## src/rtl/lcd_stream_timing_gen.sv

```systemverilog
// lcd_stream_timing_gen: free-running RGB panel timing with a frame/row-marked pixel queue streamer
module lcd_stream_timing_gen #(
   parameter int H_ACTIVE = 480,
   parameter int H_FP = 50,
   parameter int H_SYNC = 4,
   parameter int H_BP = 25,
   parameter int V_ACTIVE = 272,
   parameter int V_FP = 20,
   parameter int V_SYNC = 2,
   parameter int V_BP = 10,
   parameter bit SYNC_POL = 1'b0,
   parameter int R_BITS = 5,
   parameter int G_BITS = 6,
   parameter int B_BITS = 5,
   parameter int PIX_W = R_BITS + G_BITS + B_BITS,
   parameter logic [PIX_W-1:0] FILL_COLOR = '0
) (
   input  logic              clk,
   input  logic              reset,
   input  logic [PIX_W:0]    queue_data_in,
   input  logic              queue_empty,
   output logic              queue_rd_en,
   output logic              queue_clk,
   input  logic              test_pattern_en,
   input  logic              clear_status,
   output logic              LCD_DE,
   output logic              LCD_HSYNC,
   output logic              LCD_VSYNC,
   output logic [R_BITS-1:0] LCD_R,
   output logic [G_BITS-1:0] LCD_G,
   output logic [B_BITS-1:0] LCD_B,
   output logic              in_sync,
   output logic [15:0]       underflow_cnt,
   output logic              underflow_flag
);
   localparam int H_TOTAL = H_ACTIVE + H_FP + H_SYNC + H_BP;
   localparam int V_TOTAL = V_ACTIVE + V_FP + V_SYNC + V_BP;
   localparam int HW = $clog2(H_TOTAL);
   localparam int VW = $clog2(V_TOTAL);
   localparam int BAR_W = H_ACTIVE / 8;
   localparam logic [PIX_W:0] FS = {1'b1, PIX_W'(0)};
   localparam logic [PIX_W:0] RS = {1'b1, PIX_W'(1)};
   localparam logic [PIX_W:0] FE = '1;
   typedef enum logic [1:0] {HUNT, ARMED, STREAM} state_t;
   state_t state;
   logic [HW-1:0] h_cnt, bar_raw;
   logic [VW-1:0] v_cnt;
   logic [2:0] bar;
   logic last_h, last_v, v_act, active, h_syn, v_syn, frame_dec, line_start;
   logic px, fs, rs, fe, unk, want, fill;
   logic [PIX_W-1:0] bar_pix, pix_next;
   assign queue_clk = clk;
   assign in_sync = state == STREAM;
   assign last_h = h_cnt == HW'(H_TOTAL - 1);
   assign last_v = v_cnt == VW'(V_TOTAL - 1);
   assign v_act = v_cnt < VW'(V_ACTIVE);
   assign active = h_cnt < HW'(H_ACTIVE) && v_act;
   assign h_syn = h_cnt >= HW'(H_ACTIVE + H_FP) && h_cnt < HW'(H_ACTIVE + H_FP + H_SYNC);
   assign v_syn = v_cnt >= VW'(V_ACTIVE + V_FP) && v_cnt < VW'(V_ACTIVE + V_FP + V_SYNC);
   assign frame_dec = last_v && h_cnt == HW'(H_TOTAL - 2);
   assign line_start = last_h && (last_v || v_cnt < VW'(V_ACTIVE - 1));
   assign px = !queue_empty && !queue_data_in[PIX_W];
   assign fs = !queue_empty && queue_data_in == FS;
   assign rs = !queue_empty && queue_data_in == RS;
   assign fe = !queue_empty && queue_data_in == FE;
   assign unk = !queue_empty && queue_data_in[PIX_W] && !fs && !rs && !fe;
   assign want = state == HUNT ? !queue_empty
               : state == ARMED ? 1'b0
               : frame_dec ? fs
               : line_start ? rs
               : active ? px
               : px || unk || (fe && !v_act);
   assign queue_rd_en = want && !reset;
   assign bar_raw = h_cnt / HW'(BAR_W);
   assign bar = bar_raw > HW'(7) ? 3'd7 : bar_raw[2:0];
   assign bar_pix = {{R_BITS{!bar[1]}}, {G_BITS{!bar[2]}}, {B_BITS{!bar[0]}}};
   assign fill = state == STREAM && active && !px && !test_pattern_en;
   assign pix_next = !active ? '0
                   : test_pattern_en ? bar_pix
                   : (state == STREAM && px) ? queue_data_in[PIX_W-1:0]
                   : FILL_COLOR;
   always_ff @(posedge clk or posedge reset) begin
      if (reset) begin
         h_cnt <= '0;
         v_cnt <= '0;
         state <= HUNT;
         LCD_DE <= 1'b0;
         LCD_HSYNC <= !SYNC_POL;
         LCD_VSYNC <= !SYNC_POL;
         {LCD_R, LCD_G, LCD_B} <= '0;
         underflow_cnt <= '0;
         underflow_flag <= 1'b0;
      end else begin
         h_cnt <= last_h ? '0 : h_cnt + 1'b1;
         if (last_h) v_cnt <= last_v ? '0 : v_cnt + 1'b1;
         LCD_DE <= active;
         LCD_HSYNC <= h_syn ~^ SYNC_POL;
         LCD_VSYNC <= v_syn ~^ SYNC_POL;
         {LCD_R, LCD_G, LCD_B} <= pix_next;
         if (state == HUNT && fs) state <= ARMED;
         else if (state == ARMED && frame_dec) state <= STREAM;
         else if (state == STREAM && frame_dec && !fs) state <= HUNT;
         if (clear_status) begin
            underflow_cnt <= '0;
            underflow_flag <= 1'b0;
         end else if (fill) begin
            underflow_cnt <= underflow_cnt + {15'd0, ~&underflow_cnt};
            underflow_flag <= 1'b1;
         end
      end
   end
endmodule

```

## config.mk

```make
export PLATFORM = sky130hd
export DESIGN_NAME = lcd_stream_timing_gen
export DESIGN_NICKNAME = d
export VERILOG_FILES = /design/src/rtl/lcd_stream_timing_gen.sv
export SDC_FILE = /design/constraint.sdc
export NUM_CORES = 1
export LEC_CHECK = 0
export ABC_AREA = 1
export ABC_CLOCK_PERIOD_IN_PS = 1900
export CAP_MARGIN = 20
export CORE_UTILIZATION = 48
export CTS_CLUSTER_DIAMETER = 120
export CTS_CLUSTER_SIZE = 12
export DETAILED_ROUTE_END_ITERATION = 7
export PLACE_DENSITY_LB_ADDON = 0.05
export SYNTH_ARGS = -nofsm -noshare
export SYNTH_HDL_FRONTEND = slang
export SYNTH_SLANG_ARGS = --single-unit
```

## constraint.sdc

```tcl
create_clock -name clk -period 1.9 [get_ports clk]
set_clock_uncertainty 0.05 [all_clocks]
set_input_delay 0.475 -clock clk [delete_from_list [all_inputs] [get_ports clk]]
set_output_delay 0.475 -clock clk [all_outputs]
set_load 0.05 [all_outputs]
```

==> results.yml <==
route:
  dr.pass1.iters: 7
  route.vias.total: 3890
  detailedRoute.firstIterationViolations: 183
  wirelength_mm: 11.5
  final_antenna_net_count: 0
  wire_per_inst_um: 15.6
  drc_errors: 1
  drt_via_density: 5.30
synth:
  total_nets_after_synthesis: 463
  synth-seq-cells: 57
  yosys.cell_types.count: 42
  ys_async_sr_fraction_pct: 100
  synthesis.area_per_instance_um2: 7.96
  synth-edff-count: 0
  synth_sequential_area_ratio_pct: 41.4
  post_synth_instance_area_um2: 3450
  synthCells: 434
  number_of_warnings_issued_by_yosys: 0
  ys_dominant_reg_cell: "sky130_fd_sc_hd__dfrtp_1"
worst_setup_path:
  cp_data_required_time_ps: 1370
  critPathArrivalTime_ps: 2400
  critPathKind: "flip-flop to primary output"
  crit_path_max_fanout: 3
  endpoint_kind: "primary output"
  setup.worst_path.start_class: "flip-flop"
floorplanning:
  dieWidth_um: 86.8
  num_rows: 30
  coreArea_um2: 6870
  die_area_um2: 7540
  die_height_um: 86.8
  top_level_ports: 61
  initial_core_util_pct: 50.3
place:
  placed_cell_area_um2: 4950
  port_buffers: 60
  place.detailed.hpwl_mm: 6.73
  globalplace.congestion: 0.926
  post_place_cells: 684
clock_network:
  cts_hold_buffers: 0
  cts.reportedPaths.clkPinSlew_ps: 60
  tritoncts_clock_tree: "done"
  clock_insertion_delay_at_the_later_pin_of_the_skew_report_ps: 450
grt:
  grt_antenna_before_repair: 0
  gr-total-overflow: 0
  grt_max_degree: 58
  grt_pass1_vias: 3497
  grt_first_pass_wirelength_mm: 15.5
  grt_use_total_pct: 27.1
power:
  internal-power_uw: 2140
  combinational_power_share_pct: 9.9
  post-layout-total-power_uw: 2950
  cellLeakagePower_uw: 0.00283
  clock_power_share_pct: 48.3
  p_switching_uw: 812
  power.share.switching_pct: 27.5
  maximum_vdd_ir_drop_mv: 0.343
  pwr-share-seq_pct: 41.9
  power_per_cell_area_nw_per_um2: 509
sta:
  layout_worst_path_cycle_share_pct: 154
  maxClockFrequency_mhz: 341
  rsz0062_at_grt: "yes"
  hold_violations: 0
  postLayoutSetupSlackWorst_ps: -1030
  max_slew.worst_pin.slew_ps: 466
  timing_max_transition_violations_final: 0
  post_route_hold_slack_ps: 428
  slew_headroom_pct: 68.7
  setup_viol: 32
  setup_tns_ps: -8630
  timing.final.crit_period_ps: 2930
status:
  violations: "design-rule violations, negative setup slack"
  run_status: "finished with violations"
finish:
  final-instance-count-excl-fill: 734
  mostFrequentLayoutCell: "sky130_fd_sc_hd__buf_4"
  antennaDiodeCount: 0
  area_delta_synth_final_pct: 68.0
  final_nets: 662
  stdcell_area_um2: 5800
  fraction_of_final_layout_cells_sized_beyond_drive_strength_1_pct: 49.7
  layout_common_cells: "sky130_fd_sc_hd__buf_4 (152), sky130_fd_sc_hd__inv_1 (60), sky130_fd_sc_hd__nand2_1 (53)"
job:
  drv_cap: 0
min_path:
  hold_class: "flip-flop to flip-flop"
power groups by stage:
stage,registers [uW],clock network [uW],logic (uW)
2_1_floorplan,1320,113,72.0
3_3_place_gp,1260,121,271
3_5_place_dp,1260,121,276
4_1_cts,1240,1450,280
5_1_grt,1240,1510,310
6_report,1240,1430,292
Yosys cell counts, types with 2 or more instances:
| cell type | n | area [um^2] |
|---|---|---|
| sky130_fd_sc_hd__o22ai_1 | 3 | 18.8 |
| sky130_fd_sc_hd__nor2_2 | 9 | 56.3 |
| sky130_fd_sc_hd__inv_1 | 69 | 259 |
| sky130_fd_sc_hd__clkbuf_1 | 5 | 18.8 |
| sky130_fd_sc_hd__o21ai_4 | 2 | 32.5 |
| sky130_fd_sc_hd__dfrtp_1 | 55 | 1380 |
| sky130_fd_sc_hd__xnor2_1 | 2 | 17.5 |
| sky130_fd_sc_hd__dfstp_2 | 2 | 52.6 |
| sky130_fd_sc_hd__nand3_1 | 38 | 190 |
| sky130_fd_sc_hd__inv_2 | 3 | 11.3 |
| sky130_fd_sc_hd__a21oi_2 | 5 | 43.8 |
| sky130_fd_sc_hd__nand2_4 | 5 | 56.3 |
| sky130_fd_sc_hd__nor4_1 | 9 | 56.3 |
| sky130_fd_sc_hd__buf_4 | 2 | 15.0 |
| sky130_fd_sc_hd__nor2_1 | 39 | 146 |
| sky130_fd_sc_hd__nand4_1 | 11 | 68.8 |
| sky130_fd_sc_hd__nand2_2 | 9 | 56.3 |
| sky130_fd_sc_hd__xor2_1 | 9 | 78.8 |
| sky130_fd_sc_hd__o21ai_0 | 16 | 80.1 |
| sky130_fd_sc_hd__nor2_4 | 3 | 33.8 |
| sky130_fd_sc_hd__a21oi_1 | 28 | 140 |
| sky130_fd_sc_hd__ha_1 | 7 | 87.6 |
| sky130_fd_sc_hd__nand2_1 | 65 | 244 |
| sky130_fd_sc_hd__nor2_8 | 3 | 60.1 |
| sky130_fd_sc_hd__buf_6 | 2 | 22.5 |
| sky130_fd_sc_hd__nand3_2 | 3 | 30.0 |
| sky130_fd_sc_hd__nor3_1 | 14 | 70.1 |
| sky130_fd_sc_hd__o31ai_1 | 2 | 15.0 |
through the flow:
stage               worst slack (ps)  utilization (%)
finish                         -1030             84.5
detailed placement              -840             72.1
global placement                -780             72.1
global route                   -1110             84.5
CTS                             -886             78.3
floorplan                       -379                -
critical path: stages, from the launching register on:
cell	delay [ps]
sky130_fd_sc_hd__dfrtp_1	360
sky130_fd_sc_hd__ha_2	190
sky130_fd_sc_hd__inv_2	50
sky130_fd_sc_hd__nor2_2	90
sky130_fd_sc_hd__inv_2	70
sky130_fd_sc_hd__nor4_4	300
sky130_fd_sc_hd__nand3_2	160
sky130_fd_sc_hd__a21oi_4	180
sky130_fd_sc_hd__a21oi_2	80
sky130_fd_sc_hd__nand2_1	80
sky130_fd_sc_hd__nand2_2	70
sky130_fd_sc_hd__a21oi_4	180
sky130_fd_sc_hd__buf_12	150
path summary, 6_finish.rpt:
check,cells past startpoint,endpoint,from,slack [ps]
min in group asynchronous,4,v_cnt[5],reset,560
max in group asynchronous,4,LCD_VSYNC,reset,950
hold reg to reg,1,h_cnt[0],h_cnt[0],430
setup / recovery,12,queue_rd_en,v_cnt[0],-1030
hold / removal,1,h_cnt[0],h_cnt[0],430
setup reg to reg,15,underflow_cnt[15],underflow_cnt[9],-510
layer usage:
layer / track usage [%] / wire (um)
met1: 31.2 / 4390
met2: 47.1 / 5970
met3: 7.81 / 623
met4: 11.1 / 467
met5: 0 / 0
timing repair:
item | in CTS | in global routing
setup endpoints to repair | 30 | 38
gates resized for setup | 36 | 71
pin swaps | 9 | 45
buffers inserted | 11 | 24
sequential cells by signal, summed over array words and instances, names as in the netlist:
signal and flops:
LCD_G 6, underflow_flag 1, h_cnt 10, v_cnt 9, state 2, LCD_VSYNC 1
LCD_R 5, LCD_B 5, LCD_HSYNC 1, underflow_cnt 16, LCD_DE 1
layout make-up:
cell class,instances,area (um^2)
Clock buffer,15,190
Multi-Input combinational cell,294,2070
Sequential cell,57,1450
Fill cell,398,1070
Tap cell,96,120
Timing Repair Buffer,193,1630
Clock inverter,5,55.1
Inverter,74,290
logic make-up after synthesis:
kind of cell	Yosys count	share of synthesized area, %
and+or+nand+nor	213	32.5
adders and majority gates	7	2.54
buffers and inverters	83	9.71
xor gates and xnor gates	11	2.79
DFF	57	41.4
AOI/OAI and AO/OA	63	11.1
No activity file was read; power rests on OpenSTA's default activity.
